## config.mk

```make
export PLATFORM = sky130hd
export DESIGN_NAME = mix_columns_seq
export DESIGN_NICKNAME = d
export VERILOG_FILES = /design/src/rtl/mix_columns_seq.sv
export SDC_FILE = /design/constraint.sdc
export NUM_CORES = 1
export LEC_CHECK = 0
export ABC_AREA = 1
export CORE_MARGIN = 2
export CORE_UTILIZATION = 43
export DETAILED_ROUTE_END_ITERATION = 6
export HOLD_SLACK_MARGIN = 0.06
export PLACE_DENSITY = 0.76
export SETUP_SLACK_MARGIN = 0.5
export SLEW_MARGIN = 20
export SYNTH_ARGS = -nofsm -noshare
export SYNTH_HDL_FRONTEND = slang
export SYNTH_SLANG_ARGS = --single-unit
```

## constraint.sdc

```tcl
create_clock -name clk -period 2.04 [get_ports clk]
set_input_delay 0.204 -clock clk [delete_from_list [all_inputs] [get_ports clk]]
set_output_delay 0.204 -clock clk [all_outputs]
set_load 0.01 [all_outputs]
```

## src/rtl/mix_columns_seq.sv

```systemverilog
// -----------------------------------------------------------------------------
// mix_columns_seq
//   Forward AES MixColumns engine for the encryption datapath. A 128-bit state
//   is accepted over a valid/ready handshake and transformed one 32-bit column
//   per cycle through a single shared column-multiply datapath. The result is
//   held until downstream takes it. A per-transaction bypass flag (final AES
//   round) passes the state through unchanged with identical latency.
//
// Ports
//   clk        in   1    rising-edge clock
//   rst        in   1    synchronous active-high reset
//   in_valid   in   1    in_state/in_bypass valid
//   in_ready   out  1    engine can accept (IDLE only)
//   in_state   in   128  input state, byte k = in_state[127-8k -: 8]
//   in_bypass  in   1    1 = return in_state unchanged
//   out_valid  out  1    out_state valid, held until accepted
//   out_ready  in   1    downstream accepts
//   out_state  out  128  result, same byte ordering as in_state
// -----------------------------------------------------------------------------
module mix_columns_seq (
    input  logic         clk,
    input  logic         rst,
    input  logic         in_valid,
    output logic         in_ready,
    input  logic [127:0] in_state,
    input  logic         in_bypass,
    output logic         out_valid,
    input  logic         out_ready,
    output logic [127:0] out_state
);

    typedef enum logic [1:0] {
        S_IDLE = 2'd0,
        S_BUSY = 2'd1,
        S_DONE = 2'd2
    } state_t;

    state_t       state_q;
    logic [1:0]   col_q;
    logic         byp_q;
    logic [127:0] work_q;
    logic [127:0] work_d;
    logic         in_ready_q;
    logic         out_valid_q;

    logic [31:0]  col_sel;
    logic [31:0]  col_new;

    // Multiply by x in GF(2^8) with the AES reduction polynomial.
    function automatic logic [7:0] xt(input logic [7:0] a);
        xt = {a[6:0], 1'b0} ^ (a[7] ? 8'h1b : 8'h00);
    endfunction

    // One MixColumns column; row 0 sits in the most significant byte.
    function automatic logic [31:0] mix_col(input logic [31:0] c);
        logic [7:0] a0, a1, a2, a3;
        logic [7:0] r0, r1, r2, r3;
        a0 = c[31:24];
        a1 = c[23:16];
        a2 = c[15:8];
        a3 = c[7:0];
        r0 = xt(a0) ^ (xt(a1) ^ a1) ^ a2 ^ a3;
        r1 = a0 ^ xt(a1) ^ (xt(a2) ^ a2) ^ a3;
        r2 = a0 ^ a1 ^ xt(a2) ^ (xt(a3) ^ a3);
        r3 = (xt(a0) ^ a0) ^ a1 ^ a2 ^ xt(a3);
        mix_col = {r0, r1, r2, r3};
    endfunction

    // Shared column datapath: select column col_q, transform it, write it back.
    always_comb begin
        col_sel = 32'h0;
        case (col_q)
            2'd0: col_sel = work_q[127:96];
            2'd1: col_sel = work_q[95:64];
            2'd2: col_sel = work_q[63:32];
            2'd3: col_sel = work_q[31:0];
            default: col_sel = 32'h0;
        endcase

        col_new = byp_q ? col_sel : mix_col(col_sel);

        work_d = work_q;
        case (col_q)
            2'd0: work_d[127:96] = col_new;
            2'd1: work_d[95:64]  = col_new;
            2'd2: work_d[63:32]  = col_new;
            2'd3: work_d[31:0]   = col_new;
            default: work_d = work_q;
        endcase
    end

    always_ff @(posedge clk) begin
        if (rst) begin
            state_q     <= S_IDLE;
            col_q       <= 2'd0;
            byp_q       <= 1'b0;
            work_q      <= 128'h0;
            in_ready_q  <= 1'b1;
            out_valid_q <= 1'b0;
        end else begin
            case (state_q)
                S_IDLE: begin
                    if (in_valid && in_ready_q) begin
                        work_q     <= in_state;
                        byp_q      <= in_bypass;
                        col_q      <= 2'd0;
                        in_ready_q <= 1'b0;
                        state_q    <= S_BUSY;
                    end
                end
                S_BUSY: begin
                    work_q <= work_d;
                    // Counter wraps 3 -> 0 on the way into DONE.
                    col_q  <= col_q + 2'd1;
                    if (col_q == 2'd3) begin
                        out_valid_q <= 1'b1;
                        state_q     <= S_DONE;
                    end
                end
                S_DONE: begin
                    if (out_ready) begin
                        out_valid_q <= 1'b0;
                        in_ready_q  <= 1'b1;
                        state_q     <= S_IDLE;
                    end
                end
                default: begin
                    out_valid_q <= 1'b0;
                    in_ready_q  <= 1'b1;
                    state_q     <= S_IDLE;
                end
            endcase
        end
    end

    assign in_ready  = in_ready_q;
    assign out_valid = out_valid_q;
    assign out_state = work_q;

endmodule

```

==> impl_results.md <==
- Drt pass-1 iters: 7
- I/O pin total: 263
- TritonCTS Sinks: 135
- Multi-input gate area: 6380 sq um
- Vias in the first global route: ~11000
- #FFs+latches synth: 135
- Clock Path Buffers: 2
- Clock-pin slew on the worst setup and hold paths: 0.07 ns
- FF-to-FF Start: col_q[1]$_SDFFE_PP0P_
- Fin crit share: 1.15
- Initial antenna violation count: 0
- HP Class: in2reg
- CP Launch Type: register
- Routed via count: 11900
- Post-placement cell count: between 1500 and 2000
- Flop2flop setup slack: -0.31 ns
- DRT iter0 DRCs: 1556
- Final setup viols: 128
- Post-Layout Cell Count: ~2000
- Seq pwr share: 0.231
- Gr ovfl total: 0
- Crit path capture type: register
- Routed len/inst: 21.0 microns
- Site Rows: 51
- Worst Hold End: out_state[93]$_SDFFE_PP0P_
- Power Density: 992 nW/um^2
- FILL cells: 1468
- Critical R2R Capture: out_state[84]$_SDFFE_PP0P_
- CP required: approximately 2.4 ns
- Port bufs: 262
- Hold Startpoint: in_state[93]
- Reg2Reg Depth: 19
- Status: finished, violations left
- Final GP Congestion: 0.938
- Clk root buf: clkbuf_16
- Worst slew pin tran: 0.548 ns
- Final Power: 14.5 mW
- Failing checks: setup timing
- CP arrival: 2.66 ns
- Max Fclk: 425 MHz
- Final slew viol count: 0
- Via density: roughly 5.9
- Synth unique cells: 36
- Final ANT Viol Nets: 0
- Nets: about 1900
- Die Y: 146 microns
- Layout cells sized above 1: 0.312
- Largest net degree at the start of global routing: 132
- Finished Cell Area: approximately 15000 sq um
- Crit-path max FO: 5
- All-Layer GR Usage: 0.360
- First-pass GRT wire length: ~61 mm
- Hold Path Cell Cnt: 3
- Final hold violation count: 0
- Normalized max-slew margin: 0.634
- Clock Latency Late Sink: approximately 0.43 ns
- H-tree depth: 4
- # Max-Cap Violations: 0
- EDFF count, synth: 0
- Mapped Nets: ~1500
- Synth warn: 0
- Sw frac: 0.441
- Mapped Cells: around 1400
- Cell Area, Placed: ~12000 sq um
- WL final: 42.3 mm
- Die area: 21200 sq um
- Commonest non-fill, non-tap cell in the layout: nand2_1
- Worst Path Class, Setup: reg2reg
- Core area: between 15000 and 20000 sq um
- CTS Buf Count: 17
- Combinational share of power: 0.553
- Register area share after synthesis: 0.314
- Most frequent cells in the layout: nand2_1 (308), a21oi_1 (241), clkdlybuf4s50_1 (217), dfxtp_1 (131), o21ai_0 (129)
- Cell Int Power: 8.13 mW
- CTS tree: built
- DP Wirelength: 28.0 mm
- Clock power share: 0.215
- Die Wd: approximately 150 microns
- Register area: 2710 sq um
- Max VDD drop: around 0.63 mV
- Layout area overhead: 69.9%
- Final critical-path setup slack: -0.312 ns
- Fraction of registers with async set/reset: 0
- Syn_area_per_cell: 6.30 sq um
- DRC: 0
- Initial Util: 0.440
- Layout Skew: roughly 0.010 ns
- Crit path time final: between 2 and 2.5 ns
- Synth Cell Area: 8620 sq um
- P_leak: 6.68 nW
- RSZ-0062 raised after global routing: yes
- Antenna Cells: 0
- Primary FF master, synth: dfxtp_1
- Sw Pwr: around 6.4 mW
==> metrics by stage <==
stage	hold WS (ns)	setup slack [ns]	util	setup TNS (ns)
after floorplan	0.266	0.0997	-	0
after global placement	0.471	-0.300	0.629	-22.88
after detailed placement	0.483	-0.327	0.629	-26.72
after CTS	0.401	-0.169	0.700	-14.62
after global routing	0.417	-0.424	0.747	-40.20
final	0.402	-0.312	0.747	-27.96
==> worst max-delay path by stage <==
stage,startpoint,end
floorplan,col_q[1]$_SDFFE_PP0P_,out_state[111]$_SDFFE_PP0P_
global placement,col_q[0]$_SDFFE_PP0P_,out_state[0]$_SDFFE_PP0P_
detailed placement,col_q[0]$_SDFFE_PP0P_,out_state[96]$_SDFFE_PP0P_
CTS,col_q[1]$_SDFFE_PP0P_,out_state[103]$_SDFFE_PP0P_
global route,col_q[1]$_SDFFE_PP0P_,out_state[126]$_SDFFE_PP0P_
finish,col_q[1]$_SDFFE_PP0P_,out_state[84]$_SDFFE_PP0P_
==> area by class of cell <==
type	count	area share
Tap cell	265	0.0226
Clock buffer	19	0.0302
Timing Repair Buffer	434	0.298
Clock inverter	12	0.00889
Sequential cell	135	0.185
Inverter	66	0.0197
Multi-Input combinational cell	1085	0.436
==> synthesized netlist by cell type, types with 2 or more instances <==
library cell / instances / area [sq um]
o21ai_0: 129 / 646
xor2_1: 9 / 78.8
clkbuf_1: 59 / 221
o21ai_2: 9 / 78.8
buf_2: 4 / 20.0
nor2_2: 12 / 75.1
nand2_1: 435 / 1630
o22ai_4: 4 / 80.1
buf_6: 17 / 191
inv_1: 46 / 173
inv_2: 19 / 71.3
a22o_1: 2 / 17.5
xnor2_1: 5 / 43.8
o21bai_2: 2 / 22.5
o22ai_2: 8 / 100
nor2_4: 5 / 56.3
a21oi_1: 298 / 1490
nand3_2: 2 / 20.0
ha_1: 4 / 50.1
nor2_1: 50 / 188
dfxtp_1: 135 / 2700
a21oi_2: 2 / 17.5
nand3_1: 82 / 410
nand2_2: 19 / 119
==> power by group through the flow <==
stage                     Clock (mW)  Sequential [mW]  Combinational (mW)
final                           3.13             3.36                8.04
after CTS                       3.11             3.33                6.96
after global placement             0             3.37                6.19
after global routing            3.23             3.39                8.56
after floorplan                    0             3.43                3.47
after detailed placement           0             3.37                6.26
==> layer usage <==
| layer | wire (microns) | part of all wire | track usage |
|---|---|---|---|
| met4 | 1910 | 0.045 | 0.143 |
| met2 | 19800 | 0.47 | 0.583 |
| met5 | 0 | 0 | 0 |
| met3 | 4670 | 0.11 | 0.0931 |
| met1 | 15900 | 0.38 | 0.460 |
==> worst max-delay path: stages (launching register included) <==
cell and delay [ns]:
dfxtp_4 0.40, inv_4 0.06, ha_4 0.20, buf_6 0.14
nand2_2 0.08, nand2_2 0.06, nor2_1 0.12, nor2_1 0.06
buf_4 0.17, inv_6 0.09, buf_4 0.12, nand2_1 0.07
nand2_2 0.09, nand2_1 0.07, nand2_1 0.08, inv_1 0.04
nand2_1 0.06, nand3_1 0.09, nand2_2 0.16, a21oi_1 0.09
==> cell families after synthesis <==
family | Yosys count | share of synthesized area
fa+ha+maj | 4 | 0.00581
buf+inv | 149 | 0.0823
compound gates | 458 | 0.289
simple gates | 608 | 0.293
flops | 135 | 0.314
xor+xnor | 15 | 0.0161
==> registers in the layout, indices dropped and copies added (netlist names) <==
| register | cells |
|---|---|
| out_state | 128 |
| byp_q | 1 |
| out_valid | 1 |
| in_ready | 1 |
| col_q | 2 |
| state_q | 2 |
==> repair_timing <==
action                     CTS  global route
setup endpoints to repair  255           235
resized for setup          169           210
hold buffers                 0             0
pin swaps                   58            73
cloned                       2             3
setup buffers               25            20
Note: power is estimated with default switching activity, not from simulation.
